<file path="src/rtl/logic_arbiter.sv">
// Two-requester arbiter in front of one shared bitwise logic unit (AND/OR/NAND/NOR/XOR/XNOR).
// Define LOGIC_ARB_ROUND_ROBIN_EN for round-robin contention; default is fixed priority (requester 0 wins).
module logic_arbiter #(
  parameter int WIDTH = 16
) (
  input  logic             clk,
  input  logic             rst,
  input  logic             req0_valid,
  output logic             req0_ready,
  input  logic [2:0]       req0_op,
  input  logic [WIDTH-1:0] req0_a,
  input  logic [WIDTH-1:0] req0_b,
  input  logic             req1_valid,
  output logic             req1_ready,
  input  logic [2:0]       req1_op,
  input  logic [WIDTH-1:0] req1_a,
  input  logic [WIDTH-1:0] req1_b,
  output logic             rsp_valid,
  input  logic             rsp_ready,
  output logic [WIDTH-1:0] rsp_data,
  output logic             rsp_id,
  output logic             rsp_err
);

  typedef enum logic [1:0] {
    IDLE = 2'd0,
    EXEC = 2'd1,
    RESP = 2'd2
  } state_t;

  state_t           state;
  state_t           state_nxt;
  logic             grant0;
  logic             grant1;
  logic             accept;
  logic [2:0]       op_q;
  logic [WIDTH-1:0] a_q;
  logic [WIDTH-1:0] b_q;
  logic             id_q;
  logic [WIDTH-1:0] result;
  logic             illegal;

`ifdef LOGIC_ARB_ROUND_ROBIN_EN
  logic last_grant;

  // On contention the requester not served last wins; reset value 1 hands the first tie to requester 0.
  always_comb begin
    grant0 = 1'b0;
    grant1 = 1'b0;
    if (req0_valid && req1_valid) begin
      grant0 = last_grant;
      grant1 = ~last_grant;
    end else begin
      grant0 = req0_valid;
      grant1 = req1_valid;
    end
  end

  always_ff @(posedge clk) begin
    if (rst) begin
      last_grant <= 1'b1;
    end else if (accept) begin
      last_grant <= req1_ready;
    end
  end
`else
  always_comb begin
    grant0 = req0_valid;
    grant1 = req1_valid & ~req0_valid;
  end
`endif

  always_ff @(posedge clk) begin
    if (rst) begin
      state <= IDLE;
    end else begin
      state <= state_nxt;
    end
  end

  // Readies are only ever offered from IDLE and never while reset is asserted.
  always_comb begin
    state_nxt  = state;
    req0_ready = 1'b0;
    req1_ready = 1'b0;
    rsp_valid  = 1'b0;
    case (state)
      IDLE: begin
        if (!rst && (req0_valid || req1_valid)) begin
          req0_ready = grant0;
          req1_ready = grant1;
          state_nxt  = EXEC;
        end
      end
      EXEC: begin
        state_nxt = RESP;
      end
      RESP: begin
        rsp_valid = 1'b1;
        if (rsp_ready) begin
          state_nxt = IDLE;
        end
      end
      default: begin
        state_nxt = IDLE;
      end
    endcase
  end

  assign accept = req0_ready | req1_ready;

  always_comb begin
    result  = '0;
    illegal = 1'b0;
    case (op_q)
      3'd0:    result = a_q & b_q;
      3'd1:    result = a_q | b_q;
      3'd2:    result = ~(a_q & b_q);
      3'd3:    result = ~(a_q | b_q);
      3'd4:    result = a_q ^ b_q;
      3'd5:    result = ~(a_q ^ b_q);
      default: illegal = 1'b1;
    endcase
  end

  // Operands are sampled only on the accept edge, so later requester activity cannot disturb them.
  always_ff @(posedge clk) begin
    if (rst) begin
      op_q     <= '0;
      a_q      <= '0;
      b_q      <= '0;
      id_q     <= 1'b0;
      rsp_data <= '0;
      rsp_id   <= 1'b0;
      rsp_err  <= 1'b0;
    end else begin
      if (accept) begin
        id_q <= req1_ready;
        if (req1_ready) begin
          op_q <= req1_op;
          a_q  <= req1_a;
          b_q  <= req1_b;
        end else begin
          op_q <= req0_op;
          a_q  <= req0_a;
          b_q  <= req0_b;
        end
      end
      if (state == EXEC) begin
        rsp_data <= result;
        rsp_err  <= illegal;
        rsp_id   <= id_q;
      end
    end
  end

endmodule

</file>
<file path="config.mk">
export PLATFORM = sky130hd
export DESIGN_NAME = logic_arbiter
export DESIGN_NICKNAME = d
export VERILOG_FILES = /design/src/rtl/logic_arbiter.sv
export SDC_FILE = /design/constraint.sdc
export NUM_CORES = 1
export LEC_CHECK = 0
export ABC_CLOCK_PERIOD_IN_PS = 1860
export CAP_MARGIN = 20
export CORE_MARGIN = 2
export CORE_UTILIZATION = 40
export CTS_BUF_LIST = sky130_fd_sc_hd__clkbuf_4 sky130_fd_sc_hd__clkbuf_8
export DETAILED_ROUTE_END_ITERATION = 7
export PLACE_DENSITY = 0.68
export SLEW_MARGIN = 20
export SYNTH_ARGS = -nofsm -noshare
export SYNTH_HDL_FRONTEND = slang
export SYNTH_SLANG_ARGS = --single-unit
export TNS_END_PERCENT = 10
</file>
<file path="constraint.sdc">
create_clock -name clk -period 1.86 [get_ports clk]
set_input_delay 0.186 -clock clk [delete_from_list [all_inputs] [get_ports clk]]
set_output_delay 0.186 -clock clk [all_outputs]
set_load 0.1 [all_outputs]
</file>
==> flow_metrics.env, run 1 <==
export IMPL_htree_levels=2
export IMPL_yosysWarnings=0
export IMPL_crit_path_frequent_cell="buf_12"
export IMPL_yosys_register_bits=56
export IMPL_fin_crit_sh_pct=96.2
export IMPL_peakVddDrop_mv=0.381
export IMPL_nets=605
export IMPL_critPathBufInv=3
export IMPL_grt_pass1_wl_um=16000
export IMPL_wl_um=9860
export IMPL_grtUsageMet1_pct=27.1
export IMPL_gr_usage_met2_pct=34.0
export IMPL_setup_viol=0
export IMPL_holdWs_ns=0.409
export IMPL_hp_class="in2reg"
export IMPL_cap_violations=0
export IMPL_slowest_stage="or4b_4"
export IMPL_muxShareOfSynthArea_pct=0
export IMPL_synth_cell_types=29
export IMPL_yosys_area_share_simple_pct=12.2
export IMPL_cts_inserted_buffers=5
export IMPL_drc=0
export IMPL_switchingPower_uw=1370
export IMPL_insertedDiodeCount=0
export IMPL_clockBufferDepth=2
export IMPL_port_buffers=95
export IMPL_max_clock_freq_ghz=0.559
export IMPL_coreArea_um2=9110
export IMPL_clock_skew_ns=0.00909
export IMPL_max_stage_delay_ns=0.54
export IMPL_final_seq_area_um2=1130
export IMPL_drtIter0Drc=137
export IMPL_cp_cell_sequence="or4b_4 -> buf_12 -> inv_2 -> buf_12"
export IMPL_worst_slew_pin_slew_ns=0.588
export IMPL_post_route_min_period_ns=1.79
export IMPL_viasPerCell=5.27
export IMPL_cp_start_kind="flop"
export IMPL_critPathTopFamily="simple AND/OR/NAND/NOR gates"
export IMPL_io_pins=96
export IMPL_dp_hpwl_um=7510
export IMPL_clock_latency_ns=0.32
export IMPL_syn_to_final_growth_pct=32.8
export IMPL_multi_input_area_um2=2250
export IMPL_synth_xor_xnor_area_share_pct=11.3
export IMPL_gp_congestion=0.803
export IMPL_grt_max_degree=34
export IMPL_wl_per_cell_um=16.2
export IMPL_grt_most_used_layer="met2"
export IMPL_synth_edf_count=0
export IMPL_relSlewSlack_pct=60.7
export IMPL_rsz0062_at_grt="no"
export IMPL_p_sw_share_pct=37.2
export IMPL_synth_flop_cell="dfxtp_1"
export IMPL_overflow=0
export IMPL_postLayoutCoreUtil_pct=54.2
export IMPL_cts_tree="done"
export IMPL_power_leakage_uw=0.00198
export IMPL_internal_power_uw=2310
export IMPL_status="finished, final reports clean"
export IMPL_clock_sinks=56
export IMPL_avgSynthCellArea_um2=9.06
export IMPL_power_share_clock_pct=18.9
export IMPL_fin_cells=610
export IMPL_grt_pass1_vias=3292
export IMPL_dr_pass1_iters=4
export IMPL_die_area_um2=10100
export IMPL_p_per_area_nw_per_um2=747
export IMPL_fill_cells=843
export IMPL_ys_seq_area_share_pct=30.2
export IMPL_setup_ws_ns=0.0699
export IMPL_grt_antenna_before_repair=0
export IMPL_final_cell_mix="73 x clkdlybuf4s50_1, 53 x dfxtp_1, 37 x buf_4"
export IMPL_num_vias=3215
export IMPL_endpoint_kind="primary output"
export IMPL_async_reset_ff_share_pct=0
export IMPL_ant_nets=0
export IMPL_clk_pin_slew_ns=0.10
export IMPL_synth_top_family_by_area="compound AO/OA/AOI/OAI gates"
export IMPL_synth_net_count=517
export IMPL_syn_inst=410
export IMPL_gr_usage_met3_pct=2.58
export IMPL_final_common_cell="clkdlybuf4s50_1"
export IMPL_grt_use_total_pct=20.0
export IMPL_die_width_um=100
export IMPL_die_h_um=100
export IMPL_start_util_pct=40.8
export IMPL_dp_slack_ns=-0.0146
export IMPL_drive_above_1_share_pct=18.8
export IMPL_slew_violations=0
export IMPL_pwr_share_seq_pct=38.8
export IMPL_p_comb_share_pct=42.2
export IMPL_dpl_cell_count=599
export IMPL_hold_violations=0
export IMPL_cts_root_buf="clkbuf_8"
export IMPL_synth_compound_area_share_pct=26.1
export IMPL_rows=35
export IMPL_rrSetupSlack_ns=0.19
export IMPL_synth_fa_ha_area_share_pct=10.8
export IMPL_crit_type="reg2out"
export IMPL_netlist_area_um2=3720
export IMPL_arrival_ns=1.60
export IMPL_totalPowerFinal_uw=3690
export IMPL_required_ns=1.67
export IMPL_path_max_fanout=7
==> worst reg2reg max path, stage by stage, from the launching register on <==
cell and delay (ns):
dfxtp_4 0.38, or4b_4 0.54, buf_4 0.16, bufbuf_16 0.28, nor2_1 0.13, a2111oi_2 0.06
==> repair_timing <==
item	4_1_cts	5_1_grt
resized for setup	4	1
endpoints found under the setup margin	1	1
hold buffers	0	0
cloned	1	0
pin swaps	1	0
buffers inserted	2	0
==> stage by stage <==
stage	instance area (um^2)	setup TNS, ns
2_1_floorplan	3720	-0.371
3_3_place_gp	4790	0
3_5_place_dp	4790	-0.0326
4_1_cts	4940	0
5_1_grt	4940	0
6_report	4940	0
==> power by group through the flow <==
stage | registers (uW) | clock network [uW] | logic (uW)
2_1_floorplan | 1600 | 0 | 930
4_1_cts | 1430 | 715 | 1560
5_1_grt | 1450 | 757 | 1690
3_5_place_dp | 1460 | 0 | 1530
3_3_place_gp | 1450 | 0 | 1500
6_report | 1430 | 698 | 1560
==> cell families (layout without fill, tap and decap cells) <==
kind of cell    count (synthesis)  in the layout
buf+inv                        75            164
fa+ha+maj                      32             32
simple gates                   99             99
xor+xnor                       48             48
flops                          56             56
compound gates                100            100
==> worst paths after layout <==
path / from / end / cells past startpoint
worst max-delay path: state[0]$_SDFFE_PP0P_ / req0_ready / 4
worst min-delay path: rst / state[1]$_SDFFE_PP0P_ / 3
worst max register to register: state[0]$_SDFFE_PP0P_ / b_q[1]$_SDFFE_PP0P_ / 5
worst min register to register: id_q$_SDFFE_PP0P_ / rsp_id$_SDFFE_PP0N_ / 2
==> synthesized netlist by cell type (4+ instances only) <==
cell type | instances | area (um^2)
a2111oi_2 | 30 | 450
a211oi_1 | 8 | 60.1
a21oi_1 | 7 | 35.0
a221oi_1 | 16 | 140
a22oi_1 | 32 | 240
buf_2 | 17 | 85.1
buf_4 | 4 | 30.0
buf_6 | 4 | 45.0
clkbuf_1 | 10 | 37.5
dfxtp_1 | 56 | 1120
ha_1 | 32 | 400
inv_1 | 37 | 139
nand2_1 | 20 | 75.1
nor2_1 | 34 | 128
nor2b_1 | 4 | 25.0
nor3_1 | 32 | 160
o21ai_0 | 5 | 25.0
xnor2_1 | 16 | 140
xor2_1 | 32 | 280
==> per-layer routing <==
| layer | part of all wire [%] | vias to the layer above |
|---|---|---|
| met5 | 0 | - |
| met4 | 1.2 | 0 |
| met3 | 3.9 | 10 |
| met2 | 48 | 72 |
| met1 | 47 | 1505 |
| li1 | - | 1628 |
==> registers in the layout, summed over array words and instances, names as in the netlist <==
signal,flops
a_q,16
b_q,16
id_q,1
op_q,3
rsp_data,16
rsp_err,1
rsp_id,1
state,2
==> cell type report <==
type	instances	area share, %
clock inverters	2	0.203
flip-flops and latches	56	22.8
multi-input cells	279	45.6
clock buffers	6	1.67
repair buffers	119	24.0
inverters	37	2.81
well taps	111	2.81
Power figures use the tool's default switching activity.
==> run 2, diff against run 1 <==
--- a/config.mk
+++ b/config.mk
@@ -16,4 +16,4 @@
 export SYNTH_ARGS = -nofsm -noshare
 export SYNTH_HDL_FRONTEND = slang
 export SYNTH_SLANG_ARGS = --single-unit
-export TNS_END_PERCENT = 10
+export TNS_END_PERCENT = 30
==> results of run 2 <==
The final DEF is identical to that of run 1; final timing and power are the same.
==> run 3, diff against run 2 <==
--- a/config.mk
+++ b/config.mk
@@ -12,6 +12,7 @@
 export CTS_BUF_LIST = sky130_fd_sc_hd__clkbuf_4 sky130_fd_sc_hd__clkbuf_8
 export DETAILED_ROUTE_END_ITERATION = 7
 export PLACE_DENSITY = 0.68
+export RECOVER_POWER = 50
 export SLEW_MARGIN = 20
 export SYNTH_ARGS = -nofsm -noshare
 export SYNTH_HDL_FRONTEND = slang
==> run 3 against run 2 <==
Effect of this change: power is 1.3% lower; sequential power barely moved; critical endpoint unchanged; cell area shrank 2.1%; clock power about the same; combinational power down 3%; via count rose by 0.56%; final cell count did not move; largest power group unchanged; count of clock-buffer cells in the layout unchanged; clock skew up 0.00067 ns; worst setup slack better by 0.013 ns; register-to-register slack worse by 0.11 ns; sequential share of layout area grew 0.45 points.
==> flow_metrics.env, run 3 (same netlist as run 1, synthesis figures left out) <==
export IMPL_relSlewSlack_pct=56.6
export IMPL_postLayoutCellArea_um2=4830
export IMPL_crit_path_start="state[0]$_SDFFE_PP0P_"
export IMPL_viasPerCell=5.30
export IMPL_cts_inserted_buffers=5
export IMPL_fill_cells=857
export IMPL_hold_violations=0
export IMPL_grt_pass1_vias=3292
export IMPL_grt_max_degree=34
export IMPL_max_clock_freq_ghz=0.563
export IMPL_post_route_min_period_ns=1.78
export IMPL_setup_ws_ns=0.0831
export IMPL_clk_pin_slew_ns=0.10
export IMPL_dp_slack_ns=-0.0146
export IMPL_drc=0
export IMPL_worstSetupEndpoint="req0_ready"
export IMPL_final_setup_tns_ns=0
export IMPL_die_width_um=100
export IMPL_overflow=0
export IMPL_start_util_pct=40.8
export IMPL_coreArea_um2=9110
export IMPL_port_buffers=95
export IMPL_cp_start_kind="flop"
export IMPL_arrival_ns=1.59
export IMPL_grt_antenna_before_repair=0
export IMPL_nets=605
export IMPL_slew_violations=0
export IMPL_num_vias=3233
export IMPL_status="finished, final reports clean"
export IMPL_dr_pass1_iters=4
export IMPL_syn_to_final_growth_pct=30.0
export IMPL_clock_latency_ns=0.32
export IMPL_fin_crit_sh_pct=95.5
export IMPL_drive_above_1_share_pct=17.4
export IMPL_largest_registers="a_q: 16 flops, b_q: 16 flops, rsp_data: 16 flops"
export IMPL_worst_slew_pin_slew_ns=0.651
export IMPL_dpl_cell_area_um2=4790
export IMPL_clockBufferDepth=2
export IMPL_p_per_area_nw_per_um2=753
export IMPL_final_cell_mix="73 x clkdlybuf4s50_1, 53 x dfxtp_1, 36 x inv_1"
export IMPL_grt_use_total_pct=20.0
export IMPL_path_max_fanout=7
export IMPL_die_area_um2=10100
export IMPL_hp_class="in2reg"
export IMPL_holdWs_ns=0.403
export IMPL_multi_input_area_um2=2210
export IMPL_grt_pass1_wl_um=16000
export IMPL_cts_tree="done"
export IMPL_ant_nets=0
export IMPL_crit_type="reg2out"
export IMPL_cap_violations=0
export IMPL_rsz0062_at_grt="no"
export IMPL_final_common_cell="clkdlybuf4s50_1"
export IMPL_rows=35
export IMPL_peakVddDrop_mv=0.379
export IMPL_drtIter0Drc=146
export IMPL_power_leakage_uw=0.00196
export IMPL_required_ns=1.67
export IMPL_clock_sinks=56
export IMPL_final_seq_area_um2=1120
export IMPL_holdBufCountCts=0
export IMPL_regToRegStartpoint="state[0]$_SDFFE_PP0P_"
export IMPL_insertedDiodeCount=0
export IMPL_io_pins=96
export IMPL_gp_congestion=0.803
export IMPL_dp_hpwl_um=7510
export IMPL_clock_skew_ns=0.00976
export IMPL_setup_viol=0
export IMPL_die_h_um=100
export IMPL_wl_per_cell_um=16.2
export IMPL_endpoint_kind="primary output"
export IMPL_reg2reg_depth=5
export IMPL_cts_root_buf="clkbuf_8"
export IMPL_htree_levels=2
export IMPL_wl_um=9880
export IMPL_rrSetupSlack_ns=0.08
export IMPL_r2r_end="a_q[6]$_SDFFE_PP0P_"
## run 3: how the worst min path moves through the flow
| stage | startpoint | endpoint | slack [ns] | cells past startpoint |
|---|---|---|---|---|
| floorplan | req0_valid | state[0]$_SDFFE_PP0P_ | 0.32 | 2 |
| global placement | id_q$_SDFFE_PP0P_ | rsp_id$_SDFFE_PP0N_ | 0.46 | 2 |
| detailed placement | id_q$_SDFFE_PP0P_ | rsp_id$_SDFFE_PP0N_ | 0.47 | 2 |
| CTS | rst | state[1]$_SDFFE_PP0P_ | 0.41 | 3 |
| global route | rst | state[1]$_SDFFE_PP0P_ | 0.44 | 3 |
| finish | rst | state[1]$_SDFFE_PP0P_ | 0.40 | 3 |
## run 3: repair_timing
action,CTS,global route
resized for setup,4,1
pin swaps,1,0
setup endpoints to repair,1,1
setup buffers,2,0
gates cloned,1,0
## run 3: critical path, cell delays in order, from the launching register on
cell	delay [ns]
dfxtp_2	0.37
or4b_4	0.54
buf_12	0.15
inv_2	0.06
buf_12	0.16
## run 3: per-layer routing
metal  vias up  part of all wire [%]  GRT usage (%)
met3        10                   3.9           2.58
met1      1515                    47           27.1
li1       1636                     -              -
met2        72                    48           34.0
met4         0                   1.2           4.21
met5         -                     0              0
## run 3: area by class of cell
cell class	instances	share of cell area, %
Multi-Input combinational cell	279	45.8
Tap cell	111	2.87
Timing Repair Buffer	119	23.2
Clock inverter	2	0.207
Sequential cell	56	23.3
Inverter	37	2.87
Clock buffer	6	1.71
## run 3: stage by stage
step	power, uW	std cells	utilization [%]
3_3_place_gp	2950	599	52.6
2_1_floorplan	2530	410	-
4_1_cts	3700	610	54.2
6_report	3640	610	53.0
5_1_grt	3850	610	53.0
3_5_place_dp	2990	599	52.6
## run 3: power breakdown
group          leakage, uW  switching [uW]  internal [uW]  total (uW)
combinational      0.00144             852            660        1510
clock            0.0000510             399            299         698
sequential        0.000464             106           1320        1430
